`config.mk`:
```
export PLATFORM = sky130hd
export DESIGN_NAME = io64_uart_tx
export DESIGN_NICKNAME = d
export VERILOG_FILES = /design/src/rtl/io64_uart_tx.sv
export SDC_FILE = /design/constraint.sdc
export NUM_CORES = 1
export LEC_CHECK = 0
export CAP_MARGIN = 10
export CORE_MARGIN = 2
export CORE_UTILIZATION = 45
export CTS_BUF_LIST = sky130_fd_sc_hd__clkbuf_4 sky130_fd_sc_hd__clkbuf_8
export DETAILED_ROUTE_END_ITERATION = 12
export PLACE_DENSITY = 0.73
export SLEW_MARGIN = 30
export SYNTH_ARGS = -nofsm -noshare
export SYNTH_HDL_FRONTEND = slang
export SYNTH_SLANG_ARGS = --single-unit
export TNS_END_PERCENT = 10
```
`constraint.sdc`:
```
create_clock -name CLK -period 4.8 [get_ports CLK]
set_input_delay 0.96 -clock CLK [delete_from_list [all_inputs] [get_ports CLK]]
set_output_delay 0.96 -clock CLK [all_outputs]
set_load 0.1 [all_outputs]
```
`src/rtl/io64_uart_tx.sv`:
```
// Serialises every change of the cpu15 port-64 output as two 8N1 UART frames
// (high byte, then low byte), buffering up to FIFO_DEPTH words.
module io64_uart_tx #(
  parameter int CLKS_PER_BIT = 16,
  parameter int FIFO_DEPTH   = 4
) (
  input  logic        CLK,
  input  logic        RESET,
  input  logic [15:0] IO64_OUT,
  output logic        TX,
  output logic        BUSY,
  output logic        OVERRUN,
  output logic [2:0]  FIFO_LEVEL
);

  typedef enum logic [1:0] {IDLE, START, DATA, STOP} state_t;

  localparam logic [7:0] BAUD_RELOAD = 8'(CLKS_PER_BIT - 1);
  localparam logic [2:0] FULL_LEVEL  = 3'(FIFO_DEPTH);

  logic [15:0] last_q;
  logic [15:0] mem [FIFO_DEPTH];
  logic [1:0]  wr_ptr;
  logic [1:0]  rd_ptr;
  logic [2:0]  level;

  state_t      state;
  logic        byte_sel;
  logic [2:0]  bit_cnt;
  logic [7:0]  baud_cnt;
  logic [15:0] word_q;

  logic        push;
  logic        pop;
  logic        accept;
  logic [7:0]  cur_byte;

  // A pop frees a slot on the same edge, so a push at full level is still accepted.
  always_comb begin
    push     = (IO64_OUT != last_q);
    pop      = (state == IDLE) && (level != 3'd0);
    accept   = push && ((level != FULL_LEVEL) || pop);
    cur_byte = byte_sel ? word_q[7:0] : word_q[15:8];
  end

  // NOTE: the storage array has no reset; clearing the pointers and level
  // already makes any stale contents unreachable.
  always_ff @(posedge CLK) begin
    if (accept) mem[wr_ptr] <= IO64_OUT;
  end

  // NOTE: every register below uses non-blocking assignments so all state
  // updates see the pre-edge values, matching the hardware behaviour.
  always_ff @(posedge CLK or posedge RESET) begin
    if (RESET) begin
      last_q  <= 16'h0000;
      wr_ptr  <= 2'd0;
      rd_ptr  <= 2'd0;
      level   <= 3'd0;
      OVERRUN <= 1'b0;
    end else begin
      last_q <= IO64_OUT;
      if (accept) wr_ptr <= wr_ptr + 2'd1;
      if (pop)    rd_ptr <= rd_ptr + 2'd1;
      case ({accept, pop})
        2'b10:   level <= level + 3'd1;
        2'b01:   level <= level - 3'd1;
        default: level <= level;
      endcase
      if (push && !accept) OVERRUN <= 1'b1;
    end
  end

  always_ff @(posedge CLK or posedge RESET) begin
    if (RESET) begin
      state    <= IDLE;
      TX       <= 1'b1;
      byte_sel <= 1'b0;
      bit_cnt  <= 3'd0;
      baud_cnt <= 8'd0;
      word_q   <= 16'h0000;
    end else begin
      case (state)
        IDLE: begin
          TX       <= 1'b1;
          baud_cnt <= 8'd0;
          if (pop) begin
            word_q   <= mem[rd_ptr];
            byte_sel <= 1'b0;
            state    <= START;
            TX       <= 1'b0;
            baud_cnt <= BAUD_RELOAD;
          end
        end

        START: begin
          if (baud_cnt == 8'd0) begin
            state    <= DATA;
            bit_cnt  <= 3'd0;
            TX       <= cur_byte[0];
            baud_cnt <= BAUD_RELOAD;
          end else begin
            baud_cnt <= baud_cnt - 8'd1;
          end
        end

        DATA: begin
          if (baud_cnt == 8'd0) begin
            baud_cnt <= BAUD_RELOAD;
            if (bit_cnt == 3'd7) begin
              state <= STOP;
              TX    <= 1'b1;
            end else begin
              bit_cnt <= bit_cnt + 3'd1;
              TX      <= cur_byte[bit_cnt + 3'd1];
            end
          end else begin
            baud_cnt <= baud_cnt - 8'd1;
          end
        end

        STOP: begin
          if (baud_cnt == 8'd0) begin
            // Low byte follows the high byte with no idle gap.
            if (!byte_sel) begin
              byte_sel <= 1'b1;
              state    <= START;
              TX       <= 1'b0;
              baud_cnt <= BAUD_RELOAD;
            end else begin
              state <= IDLE;
              TX    <= 1'b1;
            end
          end else begin
            baud_cnt <= baud_cnt - 8'd1;
          end
        end

        default: state <= IDLE;
      endcase
    end
  end

  assign BUSY       = (state != IDLE) || (level != 3'd0);
  assign FIFO_LEVEL = level;

endmodule

```
# Yosys cells after proc, flatten, opt, wreduce, memory -nomap -nowiden
# Memories as Yosys holds them, arrays and structs flattened. A register that Yosys moved wholly into a read port is not among the register bits.
# Index checks and enable logic that the tools add are counted.
[word_totals]
ff_bits = 39
latch_bits = 0
ram_bits = 64
rom_bits = 0
input_bits = 18
n_memories = 1
[classes]
add_sub_neg = 6
n_mul = 0
div_mod_pow = 0
magnitude_cmp = 1
eq_ne = 15
n_shift = 0
muxes = 32
bitwise_logic = 0
n_reduce_logical = 19
[memory_table]
columns = ["memory", "depth", "width", "read_ports", "rd_clocked_by_memory_dff", "wr", "line", "rtl"]
rows = [
  ["mem", 4, 16, 1, 1, 1, "22", "logic [15:0] mem [FIFO_DEPTH];"],
]
[ops]
columns = ["cell", "count"]
rows = [
  ["8-bit 2-to-1 mux", 4],
  ["8-bit one-hot mux with 3 select lines", 1],
  ["16-bit inequality test", 1],
  ["1-bit 2-to-1 mux", 12],
  ["2-bit inequality test, second input constant", 6],
  ["3-bit one-hot mux with 2 select lines", 2],
  ["2-bit 2-to-1 mux", 5],
  ["3-bit 2-to-1 mux", 3],
  ["8-bit zero test", 1],
  ["2-bit one-hot mux with 4 select lines", 1],
  ["2-bit nonzero test", 4],
  ["8-bit by 1-bit subtractor with 8-bit output, second input constant", 1],
  ["3-bit by 1-bit adder with 3-bit output, second input constant", 2],
  ["2-bit == test, second input constant", 3],
  ["3-bit inequality test, second input constant", 2],
  ["3-bit AND reduction", 2],
  ["5-bit AND reduction", 1],
  ["2-bit by 1-bit adder with 2-bit output, second input constant", 2],
  ["2-bit by 1-bit == test with 1-bit output, second input constant", 2],
  ["3-bit by 4-bit < comparator with 1-bit output, second input constant", 1],
  ["4-bit 2-to-1 mux", 1],
  ["1-bit one-hot mux with 4 select lines", 1],
  ["4-bit AND reduction", 1],
  ["1-bit binary-select mux with 3-bit select", 1],
  ["other kinds (10)", 13],
]

# Logic depth before layout (Yosys ltp)
# Gate-level depths: netlist of the first run.
[logic_depth]
depth_word = 6
mapped_depth = 10
mapped_depth_nobuf = 8

# Worst setup path before layout of the first run
# Ideal clock, no wire load.
[synth_path]
path_type = "register to output"
start = "reg level[2], in the netlist FIFO_LEVEL[2]"
end = "out BUSY"
arrival_time_ns = 2.001
required_ns = 3.840
path_slack_ns = 1.839
stages_incl_launch_ff = 4
path_buffers = 0
path_cell_list = "dfrtp_1 > nor3_1 > and2_1 > inv_1"
[synth_via]
elab_chain_len = 2
[synth_lines]
columns = ["element", "line", "rtl"]
rows = [
  ["start, declared", "25", "logic [2:0] level;"],
  ["start signal, assigned", "66", "2'b10: level <= level + 3'd1;"],
  ["start signal, assigned", "67", "2'b01: level <= level - 3'd1;"],
  ["start signal, assigned", "68", "default: level <= level;"],
  ["3-bit nonzero test", "144", "assign BUSY = (state != IDLE) || (level != 3'd0);"],
  ["1-bit logical OR", "144", ""],
  ["end, declared", "11", "output logic BUSY,"],
]
# Every way passes these cells.

# Worst setup path after layout of the first run
[layout_path]
start = "reg state[0]"
end = "out BUSY"
[layout_via]
elab_chain_len = 2
[layout_lines]
columns = ["element", "line", "rtl"]
rows = [
  ["start, declared", "27", "state_t state;"],
  ["start signal, assigned", "76", "state <= IDLE;"],
  ["start signal, assigned", "90", "state <= START;"],
  ["start signal, assigned", "98", "state <= DATA;"],
  ["2-bit nonzero test", "144", ""],
  ["1-bit logical OR", "144", ""],
]
# Every way passes these cells.

==> results.cfg, run 1 <==
[sta]
setup_viol = 0
slew-limit-headroom_pct = 35.5
hold_slack_ns = 0.483
setup_tns_ns = 0
hold_viol = 0
min_period_ns = 3.70
skew_ns = 0.0124
drv_slew = 0
worst_slew_pin_slew_ns = 0.965
rsz0062_at_grt = false
timing.final.crit_share_pct = 77.0
fmax_ghz = 0.271

[floorplan]
die_w_um = 109
core_region_area_um2 = 10800
start_util_pct = 46.1
die_area_um2 = 12000
rows = 38
io-pin-count = 24
die_h_um = 109

[synthesis]
synth_cell_types = 42
synthTopCellsByCount = 64 x edfxtp_1, 62 x nand2_1, 54 x dfrtp_1, 19 x mux4_2, 17 x xor2_1
avgSynthCellArea_um2 = 14.7
syn-cell-area_um2 = 5000
ys_ff_latch = 119
synth-edff-count = 64
synth_top_cell_area_share_pct = 38.5
synth_most_common_cell = edfxtp_1
ys.warnings.count = 0
synth_flop_cell = edfxtp_1
ys_seq_area_share_pct = 66.0
mappedNetlistNets = 372
yosys-top-cells-area = edfxtp_1 38%, dfrtp_1 27%, mux4_2 8.6%
syn_inst = 341
yosysTopAreaCell = edfxtp_1
synthArstFlopShare_pct = 46.2

[cells_and_area]
fillers = 901
diodes = 0
nets = 405
syn_to_final_growth_pct = 16.0
fin_util_pct = 53.5
drive_gt1_share_pct = 15.8

[route]
wl_met3_um = 414
wl_um = 8870
drc = 0
ant_nets = 0
routed-wl-met2_um = 4440
top_layer_used = met4
route.vias.total = 2767
dr.pass1.iters = 5
drtIter0Drc = 136
vias_per_cell = 5.25
m1WireLength_um = 3930
wl_per_cell_um = 16.8

[power_and_ir_drop]
peakVddDrop_mv = 0.316
p_total_mw = 2.88
cellPowerDensity_nw_per_um2 = 497
p_leak_nw = 2.30

[cts]
clkSinkCount = 119
cts_tree = built
cts_max_path_buffers = 2
cts_root_buffer = clkbuf_8
postCtsHoldBufs = 0
cts_made_buffers = 17
clk_latency_ns = 0.42
htree_num_levels = 4
postCtsSetupBuffers = 0
cts_resized = 0
clk_pin_slew_ns = 0.07

[critical_path]
crit_buf_inv = 3
slowest_stage = clkdlybuf4s50_1
startpoint_type = flip-flop
rr_worst_depth = 8
critical_path.top_delay_family = buffers and inverters
cp_cell_sequence = inv_1 > ha_1 > and2_1 > inv_1 > clkdlybuf4s50_1
timing.rr.end = FIFO_LEVEL[1]
r2r_start = last_q[15]
crit_required_ns = 3.84
path_max_fanout = 8
rrSetupSlack_ns = 2.10
crit_type = reg -> out
cp.arrival_ns = 2.74
cpPeakStageDelay_ns = 1.14
cp_common_cell = inv_1
crit_path_end_kind = primary output

[grt]
grt_overflow = 0
antenna_found_initial = 0
grt_pass1_vias = 2969
grt_start_max_net_pins = 34
grt.total_usage_pct = 16.8
grt_pass1_wl_um = 14800

[placement]
portBuffers = 23
place_congestion = 0.746
dp_hpwl_um = 5800

[min_path]
min_to = word_q[15]
min-delay-path-class = reg -> reg
min_from = word_q[15]
holdPathStages = 2

[run_status]
run_status = finished clean

[flow_run]
cap_violations = 0
==> worst max-delay path by stage <==
stage | from | end | slack, ns | cells after the start
final | state[0] | BUSY | 1.10 | 5
after floorplan | FIFO_LEVEL[2] | BUSY | 1.84 | 3
after detailed placement | IO64_OUT[15] | FIFO_LEVEL[1] | 0.98 | 9
after global placement | IO64_OUT[9] | FIFO_LEVEL[1] | 1.13 | 9
after CTS | state[0] | BUSY | 1.07 | 5
after global routing | state[0] | BUSY | 0.92 | 5
==> worst register-to-register path, cell delays in order, from the launching register on <==
cell and delay (ns):
dfrtp_1 0.39, xor2_1 0.17, nor4_1 0.49, nand4_1 0.52, nor2_1 0.28, fa_1 0.47, nand2_1 0.08, a22o_1 0.12
o211ai_1 0.07
==> cell families after synthesis <==
family                   after synthesis  synth area share, %
XOR/XNOR                              26                 4.83
AND/OR/NAND/NOR                      104                 9.36
adder cells (fa/ha/maj)               13                 3.41
multiplexers                          23                 9.69
buffers and inverters                 25                 2.18
flip-flops                           119                 66.0
AO/OA/AOI/OAI                         31                 4.51
==> cell type report <==
type / instances / area, um^2 / share of cell area (%)
inverter: 12 / 45.0 / 0.777
clock buffer: 17 / 234 / 4.04
sequential: 119 / 3300 / 56.9
multi-input combinational: 197 / 1590 / 27.4
tap: 140 / 175 / 3.02
timing repair buffer: 27 / 264 / 4.55
clock inverter: 15 / 190 / 3.28
==> state kept, by name (all words and copies together) (netlist names) <==
name	cells
baud_cnt	8
mem	64
OVERRUN	1
byte_sel	1
wr_ptr	2
last_q	16
bit_cnt	3
rd_ptr	2
state	2
FIFO_LEVEL	3
TX	1
word_q	16
==> cell usage in the layout (no fill, tap or decap), drive strengths merged, types with 2 or more instances in the layout <==
cell type       n
a21oi           5
a31oi           2
and3            7
clkbuf         17
edfxtp         64
buf             4
xor2           17
dfrtp          54
nor3            4
nand2          62
a211oi          3
mux4           20
clkinvlp        3
a22oi           3
ha             12
clkinv          2
and2            5
inv            19
o22a            2
nor4            5
o21ai           9
mux2i           3
xnor2           8
clkdlybuf4s50  23
bufinv          3
nor2           10
nand3           6
==> routing by layer <==
| metal | track usage (%) | vias up |
|---|---|---|
| li1 | - | 1306 |
| met1 | 20.9 | 1397 |
| met2 | 27.7 | 58 |
| met3 | 4.86 | 6 |
| met4 | 7.05 | 0 |
| met5 | 0 | - |
==> metrics by stage <==
stage               worst slack [ns]  instances  cell area [um^2]
finish                          1.10        527              5800
global route                   0.924        527              5800
CTS                             1.07        526              5790
detailed placement             0.985        494              5360
global placement                1.13        494              5360
floorplan                       1.84        341              5000
==> power by group <==
part	internal, mW	leakage (nW)	switching, mW	total [mW]
clock network	0.526	0.206	0.440	0.966
registers	1.34	1.24	0.0701	1.41
logic	0.167	0.854	0.331	0.498
total	2.04	2.30	0.841	2.88
Power figures use the tool's default switching activity.
==> inputs of run 2 (changes only) <==
--- a/config.mk
+++ b/config.mk
@@ -10,7 +10,7 @@
 export CORE_UTILIZATION = 45
 export CTS_BUF_LIST = sky130_fd_sc_hd__clkbuf_4 sky130_fd_sc_hd__clkbuf_8
 export DETAILED_ROUTE_END_ITERATION = 12
-export PLACE_DENSITY = 0.73
+export PLACE_DENSITY = 0.76
 export SLEW_MARGIN = 30
 export SYNTH_ARGS = -nofsm -noshare
 export SYNTH_HDL_FRONTEND = slang
==> constraint.sdc (replaced) <==
create_clock -name CLK -period 3.35 [get_ports CLK]
set_input_delay 0.67 -clock CLK [delete_from_list [all_inputs] [get_ports CLK]]
set_output_delay 0.67 -clock CLK [all_outputs]
set_load 0.1 [all_outputs]
==> results.cfg, run 2 (synthesized netlist as in run 1, its figures left out) <==
[route]
drtIter0Drc = 145
dr.pass1.iters = 4
wl_per_cell_um = 16.7
ant_nets = 0
vias_per_cell = 5.25
drc = 0
wl_um = 8900
route.vias.total = 2797

[cts]
cts_tree = built
clk_latency_ns = 0.42
clkSinkCount = 119
cts_made_buffers = 17
cts_max_path_buffers = 2
clk_pin_slew_ns = 0.07
cts_resized = 0
htree_num_levels = 4
cts_root_buffer = clkbuf_8
postCtsHoldBufs = 0
postCtsSetupBuffers = 0

[grt]
grt_overflow = 0
grt_start_max_net_pins = 25
grt_pass1_wl_um = 15100
grt_pass1_vias = 2976
antenna_found_initial = 0
grt.total_usage_pct = 17.1

[min_path]
min-delay-path-class = reg -> reg
min_to = word_q[15]
min_from = word_q[15]
holdPathStages = 2

[floorplan]
die_w_um = 109
die_area_um2 = 12000
io-pin-count = 24
die_h_um = 109
start_util_pct = 46.1
core_region_area_um2 = 10800
rows = 38

[placement]
portBuffers = 23
pre_cts_slack_ns = 0.162
placed_cells = 501
dp_hpwl_um = 5950
place_congestion = 0.750

[critical_path]
r2r_start = last_q[15]
crit_path_end_kind = flip-flop
cp.arrival_ns = 3.02
timing.rr.end = FIFO_LEVEL[1]
startpoint_type = input pin
critical_path.top_delay_family = simple AND/OR/NAND/NOR gates
slowest_stage = clkdlybuf4s50_1
crit_required_ns = 3.64
rrSetupSlack_ns = 1.07
rr_worst_depth = 8
path_max_fanout = 6
cpPeakStageDelay_ns = 0.53
crit_buf_inv = 1
crit_type = in -> reg
cp_cell_sequence = clkdlybuf4s50_1 > xor2_1 > nor4_1 > nand4_1 > nor2_1 > fa_1 > nand2_1 > a22o_1 > o211ai_1

[sta]
min_period_ns = 2.72
setup_viol = 0
layout_setup_ws_ns = 0.625
skew_ns = 0.0183
rsz0062_at_grt = false
worst_slew_pin_slew_ns = 0.811
drv_slew = 0
fmax_ghz = 0.367
slew-limit-headroom_pct = 45.9
hold_viol = 0
setup_tns_ns = 0
timing.final.crit_share_pct = 81.3

[cells_and_area]
drive_gt1_share_pct = 18.6
syn_to_final_growth_pct = 16.6
fillers = 876
top_regs = mem x64, last_q x16, word_q x16
multi_input_area_um2 = 1590
ff_latch_area_um2 = 3300
largest_reg_flops = 64
largest-register = mem
stdcell_count = 533
mostFrequentLayoutCells = 64 x edfxtp_1, 62 x nand2_1, 54 x dfrtp_1, 19 x mux4_2
diodes = 0
nets = 411
mostFrequentLayoutCell = edfxtp_1

[run_status]
run_status = finished clean

[power_and_ir_drop]
p_leak_nw = 2.34
peakVddDrop_mv = 0.461
p_total_mw = 4.14
cellPowerDensity_nw_per_um2 = 710

[flow_run]
cap_violations = 0
run 2: changes by cell type in the layout (fill, tap and decap cells not counted):
cell	previous run	this run
buf_4	3	16
buf_6	1	0
clkbuf_4	0	1
clkdlybuf4s50_1	23	17
clkinv_2	1	0
clkinv_4	1	3
clkinvlp_4	3	1
run 2: how the worst max path moves through the flow:
| stage | from | slack (ns) | depth (start not counted) | endpoint |
|---|---|---|---|---|
| 3_5_place_dp | IO64_OUT[15] | 0.16 | 9 | FIFO_LEVEL[1] |
| 2_1_floorplan | FIFO_LEVEL[1] | 0.57 | 9 | FIFO_LEVEL[2] |
| 5_1_grt | IO64_OUT[15] | 0.39 | 9 | FIFO_LEVEL[1] |
| 6_report | IO64_OUT[15] | 0.63 | 9 | FIFO_LEVEL[1] |
| 3_3_place_gp | IO64_OUT[15] | 0.25 | 9 | FIFO_LEVEL[1] |
| 4_1_cts | IO64_OUT[15] | 0.61 | 9 | FIFO_LEVEL[1] |
run 2: stage by stage:
step | instance area (um^2) | utilization (%) | hold slack (ns)
finish | 5830 | 53.8 | 0.480
global route | 5830 | 53.8 | 0.500
CTS | 5830 | 53.8 | 0.483
detailed placement | 5400 | 49.8 | 0.466
global placement | 5400 | 49.8 | 0.452
floorplan | 5000 | - | 0.438
run 2: area by class of cell:
cell class | instances | share of cell area, %
clock buffers | 18 | 4.14
clock inverters | 14 | 3.22
inverters | 12 | 0.773
multi-input cells | 197 | 27.3
flip-flops and latches | 119 | 56.6
well taps | 140 | 3.01
repair buffers | 33 | 4.98
run 2: power by group:
group          leakage (nW)  switching [mW]  internal, mW  total (mW)
combinational         0.885           0.476         0.264       0.740
clock                 0.215           0.608         0.767        1.38
sequential             1.24           0.102          1.92        2.02
total                  2.34            1.19          2.95        4.14
run 2: worst min-delay path, delay by kind of cell (launching register included):
family	cells	cell delay, ns
flip-flops	1	0.34
AND/OR/NAND/NOR	2	0.11
run 2: per-layer routing:
layer	wire length [um]	GRT usage [%]	vias up	share of wire [%]
met2	4700	29.3	70	53
met4	109	7.50	0	1.2
met5	0	0	-	0
met1	3680	20.6	1398	41
met3	415	4.03	10	4.7
li1	-	-	1319	-
